### config.mk
export PLATFORM = sky130hd
export DESIGN_NAME = alu_issue_queue
export DESIGN_NICKNAME = d
export VERILOG_FILES = /design/src/rtl/alu_pkg.sv /design/src/rtl/alu_instr_fifo.sv /design/src/rtl/alu_issue_queue.sv
export SDC_FILE = /design/constraint.sdc
export NUM_CORES = 1
export LEC_CHECK = 0
export ABC_AREA = 1
export BUFFER_PORTS_ARGS = -buffer_cell sky130_fd_sc_hd__buf_2
export CAP_MARGIN = 25
export CORE_ASPECT_RATIO = 0.6
export CORE_MARGIN = 4
export CORE_UTILIZATION = 40
export CTS_BUF_LIST = sky130_fd_sc_hd__clkbuf_4
export CTS_CLUSTER_SIZE = 8
export DETAILED_ROUTE_END_ITERATION = 7
export PLACE_DENSITY_LB_ADDON = 0.2
export SLEW_MARGIN = 5
export SYNTH_ARGS = -nofsm -noshare
export SYNTH_HDL_FRONTEND = slang
export SYNTH_SLANG_ARGS = --single-unit
### constraint.sdc
create_clock -name clk -period 3.25 [get_ports clk]
set_input_delay 0.4875 -clock clk [delete_from_list [all_inputs] [get_ports clk]]
set_output_delay 0.4875 -clock clk [all_outputs]
set_load 0.1 [all_outputs]
### src/rtl/alu_pkg.sv
// Shared types and constants for the ALU issue path: instruction layout,
// opcodes, issue-queue FSM states and field-extraction helpers.
package alu_pkg;

  localparam int INSTR_W   = 18;
  localparam int DATA_W    = 8;
  localparam int OP_W      = 2;
  localparam int OP_LSB    = 16;
  localparam int A_LSB     = 8;
  localparam int B_LSB     = 0;
  localparam int DEPTH_DEF = 4;

  typedef enum logic [OP_W-1:0] {
    OP_ADD = 2'b00,
    OP_MUL = 2'b01,
    OP_AND = 2'b10,
    OP_XOR = 2'b11
  } op_e;

  typedef enum logic [1:0] {
    ST_IDLE  = 2'd0,
    ST_RUN   = 2'd1,
    ST_STALL = 2'd2
  } iq_state_e;

  function automatic logic [OP_W-1:0] instr_op(input logic [INSTR_W-1:0] instr);
    return instr[OP_LSB +: OP_W];
  endfunction

  function automatic logic [DATA_W-1:0] instr_a(input logic [INSTR_W-1:0] instr);
    return instr[A_LSB +: DATA_W];
  endfunction

  function automatic logic [DATA_W-1:0] instr_b(input logic [INSTR_W-1:0] instr);
    return instr[B_LSB +: DATA_W];
  endfunction

endpackage

### src/rtl/alu_instr_fifo.sv
// Instruction FIFO: DEPTH entries, head visible combinationally, pointers wrap mod DEPTH.
// Push is ignored when full, pop ignored when empty; push+pop together keeps the count.
module alu_instr_fifo #(
  parameter int DEPTH = 4,
  parameter int W     = 18
) (
  input  logic                     clk,
  input  logic                     rst,
  input  logic                     push_i,
  input  logic                     pop_i,
  input  logic [W-1:0]             wdata_i,
  output logic [W-1:0]             rdata_o,
  output logic [$clog2(DEPTH):0]   count_o
);

  localparam int PTR_W = $clog2(DEPTH);
  localparam logic [PTR_W:0] FULL = (PTR_W+1)'(DEPTH);

  logic [W-1:0]     mem_q [DEPTH];
  logic [PTR_W-1:0] wr_ptr_q, rd_ptr_q;
  logic [PTR_W:0]   count_q;
  logic             do_push, do_pop;

  assign do_push = push_i && (count_q != FULL);
  assign do_pop  = pop_i && (count_q != '0);

  // Storage carries no reset; only pointers and count define validity.
  always_ff @(posedge clk) begin
    if (do_push) mem_q[wr_ptr_q] <= wdata_i;
  end

  always_ff @(posedge clk) begin
    if (rst) begin
      wr_ptr_q <= '0;
      rd_ptr_q <= '0;
      count_q  <= '0;
    end else begin
      if (do_push) wr_ptr_q <= wr_ptr_q + PTR_W'(1);
      if (do_pop)  rd_ptr_q <= rd_ptr_q + PTR_W'(1);
      case ({do_push, do_pop})
        2'b10:   count_q <= count_q + (PTR_W+1)'(1);
        2'b01:   count_q <= count_q - (PTR_W+1)'(1);
        default: count_q <= count_q;
      endcase
    end
  end

  assign rdata_o = mem_q[rd_ptr_q];
  assign count_o = count_q;

endmodule

### src/rtl/alu_issue_queue.sv
// Issue queue feeding an external combinational ALU; head issues one edge after push,
// one per cycle while res_ready=1. A stalled result holds all res_* and blocks issue.
module alu_issue_queue
  import alu_pkg::*;
#(
  parameter int DEPTH = DEPTH_DEF
) (
  input  logic                   clk,
  input  logic                   rst,
  input  logic                   in_valid,
  input  logic [INSTR_W-1:0]     in_instr,
  output logic                   in_ready,
  output logic [INSTR_W-1:0]     alu_instr,
  input  logic [DATA_W-1:0]      alu_x,
  input  logic [DATA_W-1:0]      alu_y,
  input  logic                   alu_ovf,
  input  logic                   alu_carry,
  output logic                   res_valid,
  input  logic                   res_ready,
  output logic [OP_W-1:0]        res_op,
  output logic [DATA_W-1:0]      res_x,
  output logic [DATA_W-1:0]      res_y,
  output logic                   res_ovf,
  output logic                   res_carry,
  output logic [$clog2(DEPTH):0] count
);

  localparam int CNT_W = $clog2(DEPTH) + 1;
  localparam logic [CNT_W-1:0] FULL = CNT_W'(DEPTH);

  iq_state_e          state_q;
  logic               res_valid_q;
  logic [OP_W-1:0]    res_op_q;
  logic [DATA_W-1:0]  res_x_q, res_y_q;
  logic               res_ovf_q, res_carry_q;

  logic [INSTR_W-1:0] head;
  logic               not_empty, push, issue;

  assign not_empty = (count != '0);
  assign in_ready  = (count < FULL);
  assign push      = in_valid && in_ready;
  assign issue     = not_empty && (!res_valid_q || res_ready);
  assign alu_instr = not_empty ? head : '0;

  alu_instr_fifo #(
    .DEPTH (DEPTH),
    .W     (INSTR_W)
  ) u_fifo (
    .clk     (clk),
    .rst     (rst),
    .push_i  (push),
    .pop_i   (issue),
    .wdata_i (in_instr),
    .rdata_o (head),
    .count_o (count)
  );

  always_ff @(posedge clk) begin
    if (rst) begin
      state_q     <= ST_IDLE;
      res_valid_q <= 1'b0;
      res_op_q    <= '0;
      res_x_q     <= '0;
      res_y_q     <= '0;
      res_ovf_q   <= 1'b0;
      res_carry_q <= 1'b0;
    end else begin
      if (issue) begin
        res_op_q    <= instr_op(alu_instr);
        res_x_q     <= alu_x;
        res_y_q     <= alu_y;
        res_ovf_q   <= alu_ovf;
        res_carry_q <= alu_carry;
      end
      case (state_q)
        ST_IDLE: begin
          if (issue) begin
            state_q     <= ST_RUN;
            res_valid_q <= 1'b1;
          end
        end
        ST_RUN, ST_STALL: begin
          // Accepted with nothing to replace it drops straight to IDLE so res_valid clears.
          if (!res_ready) begin
            state_q <= ST_STALL;
          end else if (issue) begin
            state_q <= ST_RUN;
          end else begin
            state_q     <= ST_IDLE;
            res_valid_q <= 1'b0;
          end
        end
        default: begin
          state_q     <= ST_IDLE;
          res_valid_q <= 1'b0;
        end
      endcase
    end
  end

  assign res_valid = res_valid_q;
  assign res_op    = res_op_q;
  assign res_x     = res_x_q;
  assign res_y     = res_y_q;
  assign res_ovf   = res_ovf_q;
  assign res_carry = res_carry_q;

endmodule

## After elaboration in Yosys (flattened, before gate mapping)

Memories as Yosys holds them, arrays and structs flattened. A register that Yosys moved wholly into a read port is not among the register bits.
Cells that the tools add are included.

| cells by class | value |
|---|---|
| add/subtract/negate cells | 4 |
| order comparisons | 1 |
| equality and inequality tests | 8 |
| muxes and demuxes | 14 |
| reductions and logical operators | 11 |

Operator list:

| cell | count |
|---|---|
| two-way mux 18 bit | 1 |
| two-way mux 2 bit | 4 |
| two-way mux 1 bit | 6 |
| one-hot mux 3 bit (2 select lines) | 1 |
| adder 2 x 1 -> 2 bit, second input constant | 2 |
| equality test 2 x 1 -> 1 bit, second input constant | 2 |
| equality test 2 bit, second input constant | 2 |
| logical AND 1 bit | 4 |
| != test 2 bit, second input constant | 2 |
| one-hot mux 2 bit (2 select lines) | 1 |
| adder 3 x 1 -> 3 bit, second input constant | 1 |
| less-than comparator 3 bit, second input constant | 1 |
| != test 3 bit, second input constant | 1 |
| AND reduction 3 bit | 1 |
| nonzero test 3 bit | 1 |
| subtractor 3 x 1 -> 3 bit, second input constant | 1 |
| zero test 2 bit | 1 |
| != test 2 x 1 -> 1 bit, second input constant | 1 |
| one-hot mux 1 bit (2 select lines) | 1 |
| nonzero test 2 bit | 1 |
| OR reduction 2 bit | 1 |
| zero test 1 bit | 1 |
| logical OR 1 bit | 1 |

| storage, ports and cells | value |
|---|---|
| bits in registers | 30 |
| RAM bits | 72 |
| input port bits | 40 |
| output and inout port bits | 43 |
| word-level logic and storage cells | 49 |
| memories kept | 1 |

Memories:

| name | depth | width | rd ports | clocked after Yosys merged registers in | write ports | line | text |
|---|---|---|---|---|---|---|---|
| u_fifo.mem_q | 4 | 18 | 1 | 1 | 1 | alu_instr_fifo.sv:19 | `logic [W-1:0] mem_q [DEPTH];` |

## Logic depth before layout (Yosys ltp)

| depth | value |
|---|---|
| depth in word-level cells | 6 |
| mapped depth | 12 |
| depth with buffers taken out | 11 |

## Hierarchy

Synthesis repeated with hierarchy kept, for this count alone.

| second synthesis, totals | value |
|---|---|
| cell total of the unflattened synthesis | 401 |
| area total of the unflattened synthesis | 4408.0 um^2 |

Modules (own cells, without submodules):

| module | instances | cells an instance | area an instance (um^2) | sequential area each (um^2) |
|---|---|---|---|---|
| alu_instr_fifo | 1 | 242 | 3345.7 | 2342.2 |
| alu_issue_queue | 1 | 159 | 1062.3 | 460.4 |

## Worst setup path before layout

No wires, ideal clock.

| path | value |
|---|---|
| path type | flip-flop to output port |
| start | reg u_fifo.count_q[1], in the netlist u_fifo.count_o[1] |
| end | out alu_instr[10] |
| arrival | 3.028 ns |
| required time | 2.762 ns |
| path slack | -0.265 ns |
| cell stages (with the launch flop) | 6 |
| path buffers | 1 |
| path through | dfxtp_1 > inv_1 > nand2_2 > inv_2 > buf_2 > a21oi_1 |

| between the ends | value |
|---|---|
| word-level cells in the longest chain between the ends | 2 |

RTL lines:

| what | line | text |
|---|---|---|
| start: declaration | alu_instr_fifo.sv:21 | `logic [PTR_W:0] count_q;` |
| start signal: assignment | alu_instr_fifo.sv:41 | `2'b10: count_q <= count_q + (PTR_W+1)'(1);` |
| start signal: assignment | alu_instr_fifo.sv:42 | `2'b01: count_q <= count_q - (PTR_W+1)'(1);` |
| start signal: assignment | alu_instr_fifo.sv:43 | `default: count_q <= count_q;` |
| nonzero test 3 bit | alu_issue_queue.sv:40 | `assign not_empty = (count != '0);` |
| two-way mux 18 bit | alu_issue_queue.sv:44 | `assign alu_instr = not_empty ? head : '0;` |
| end: declaration | alu_issue_queue.sv:13 | `output logic [INSTR_W-1:0] alu_instr,` |

Every way passes these cells.

==> flow_summary.toml <==
[worst_setup_path]
reg2reg_depth = 11
arrival_ns = 2.28
worst-path-max-fanout = 28
crit_path_frequent_cell = "nor2_1"
reg2reg_from = "u_fifo.count_o[1]$_SDFFE_PP0P_"
start_kind = "flop"
crit_chain = "buf_4 > nor2_1 > nor2_1 > o21ai_0 > a21oi_1 > buf_2"
slowest_stage = "dfxtp_1"
crit_type = "flop to primary output"
reg2reg_slack_ns = 1.04
end_kind = "primary output"
r2r-end = "u_fifo.count_o[2]$_SDFFE_PP0P_"
max_stage_delay_ns = 0.56
required_ns = 2.76

[clock_tree]
htreeDepth = 3
cts_tree = "yes"
cts_resized = 0
clock_latency_ns = 0.44
root_buffer = "clkbuf_4"
cts_setup_buffers = 0
cts.sinks = 104
clock_tree.buffer_depth = 2
cts_buffers = 9
clk_pin_slew_ns = 0.15
cts_hold_buf = 0

[synthesis]
synth-edff-count = 72
synth_commonest_cells = "nor2_1, edfxtp_1, o21ai_0"
synth_top_family_by_area = "simple AND/OR/NAND/NOR gates"
ys_ff_latch = 104
synth_warnings = 0
synthCells = 388
yosys.area_share.adder_pct = 2.58
syn-num-nets = 436
synthMuxAreaShare_pct = 0
yosysTopAreaCell = "edfxtp_1"
synthFlopType = "edfxtp_1"
yosysTopAreaCellShare_pct = 51.8
yosysMostFrequentCell = "nor2_1"
synthesis.area_mm2 = 0.00418
synth_area_leaders = "edfxtp_1, dfxtp_1, nor2_1"
ys_seq_area_share_pct = 67.1
synth_cell_type_count = 25
synth_xor_area_share_pct = 0
postSynth.asyncResetShare_pct = 0
syn_area_per_cell_um2 = 10.8
synthSimpleGateAreaFrac_pct = 12.9
synth_compound_area_share_pct = 11.5

[final_layout]
stdcell_area_mm2 = 0.00485
antenna_cells = 0
fillCellCount = 956
drive_above_1_share_pct = 25.4
final_core_util_pct = 48.4
ff_latch_area_mm2 = 0.00280
nets = 517
area_growth_syn_to_layout_pct = 16.1
multiInputGateArea_mm2 = 0.00113

[hold_path]
min_to = "u_fifo.count_o[1]$_SDFFE_PP0P_"
hold_class = "input port to flop"
hold_start = "rst"
whs_path_depth = 2

[placed_design]
io_buffers = 82
place_area_mm2 = 0.00470
gp_congestion = 0.695
hpwl_mm = 5.87

[run]
maxCapViolations = 0

[sta]
clock_skew_ns = 0.0110
hold_violations = 0
max_slew.worst_pin.slew_ns = 0.791
max_slew_margin_pct = 47.2
post-route-min-period_ns = 2.77
finalSetupViolCount = 0
rsz0062_at_grt = "false"
fmax_mhz = 361
fin_crit_sh_pct = 85.2
drv_slew = 0

[floorplanning]
coreArea_mm2 = 0.0100
start_util_pct = 41.7
rows = 28
fp.dieArea_mm2 = 0.0122
fp.dieH_um = 87.2
pin_count = 83
dieWidth_um = 140

[grt]
gr-total-overflow = 0
grt_max_degree = 39
grt_use_total_pct = 15.2
grt_pass1_vias = 2869
grt_pass1_wl_mm = 14.3
antenna_found_initial = 0

[detailed_routing]
routed_wl_mm = 8.99
viasPerCell = 4.81
drtAntennaViolNets = 0
wl_per_cell_um = 14.8
maxUsedRoutingLayer = "met4"
wl_met2_mm = 4.03
vias = 2927
wl_met1_mm = 4.39
first_pass_iters = 4
wl_met3_um = 469
drc = 0
drt_iter0_drc = 188

[status]
status = "complete, no violations"
==> metal layers <==
metal / track usage (%) / vias to the layer above
li1: - / 1468
met1: 20.5 / 1370
met2: 23.8 / 78
met3: 4.55 / 11
met4: 4.66 / 0
met5: 0 / -
==> area by class of cell <==
type | count | share of cell area, %
Timing Repair Buffer | 89 | 10.2
Multi-Input combinational cell | 240 | 23.4
Clock inverter | 6 | 1.73
Clock buffer | 9 | 1.39
Tap cell | 135 | 3.48
Inverter | 25 | 1.99
Sequential cell | 104 | 57.8
==> worst max path at each step <==
stage,start,endpoint,slack [ns],cells past startpoint
finish,flop,alu_instr[10],0.48,6
global placement,flop,alu_instr[5],1.0,6
global route,flop,alu_instr[9],0.26,6
CTS,flop,alu_instr[9],0.41,6
detailed placement,res_ready,u_fifo.count_o[2]$_SDFFE_PP0P_,0.87,12
floorplan,u_fifo.count_o[1]$_SDFFE_PP0P_,alu_instr[10],-0.27,5
==> layout by cell type, fill, tap and decap left out, drive strengths merged <==
| cell type | synthesis | routed |
|---|---|---|
| dfxtp | 32 | 32 |
| bufinv | 0 | 2 |
| ha | 7 | 7 |
| fa | 1 | 1 |
| nand2 | 14 | 14 |
| clkinv | 0 | 2 |
| edfxtp | 72 | 72 |
| o21ai | 64 | 64 |
| clkinvlp | 0 | 1 |
| nor2 | 122 | 122 |
| inv | 25 | 26 |
| nand3 | 2 | 2 |
| nand4 | 1 | 1 |
| buf | 17 | 89 |
| a21oi | 29 | 29 |
| clkbuf | 2 | 9 |
==> critical path: cells and delay by family (launching register included) <==
kind | cells | cell delay [ns]
buffers and inverters | 2 | 0.81
AOI/OAI and AO/OA | 2 | 0.29
and+or+nand+nor | 2 | 0.18
DFF | 1 | 0.56
==> metrics by stage <==
step	hold slack, ns	setup TNS [ns]	std cells	worst slack [ns]
floorplan	0.437	-3.46	388	-0.265
detailed placement	0.458	0	593	0.870
finish	0.204	0	608	0.483
CTS	0.166	0	608	0.414
global route	0.163	0	608	0.257
global placement	0.449	0	593	0.995
==> logic make-up (layout without fill, tap and decap cells) <==
logic type / Yosys count / in the layout
buffers and inverters: 44 / 129
DFF: 104 / 104
AOI/OAI and AO/OA: 93 / 93
and+or+nand+nor: 139 / 139
adders and majority gates: 8 / 8
==> registers in the layout, summed over array words and instances, names as in the netlist, named ones only <==
name             count
res_y                8
u_fifo.rd_ptr_q      2
res_carry            1
res_valid            1
state_q              2
u_fifo.mem_q        72
u_fifo.wr_ptr_q      2
res_op               2
u_fifo.count_o       3
res_x                8
res_ovf              1
Power is left out: the tool's default activity adds up to more than one toggle a clock period on the data nets, which glitch-free logic cannot reach.
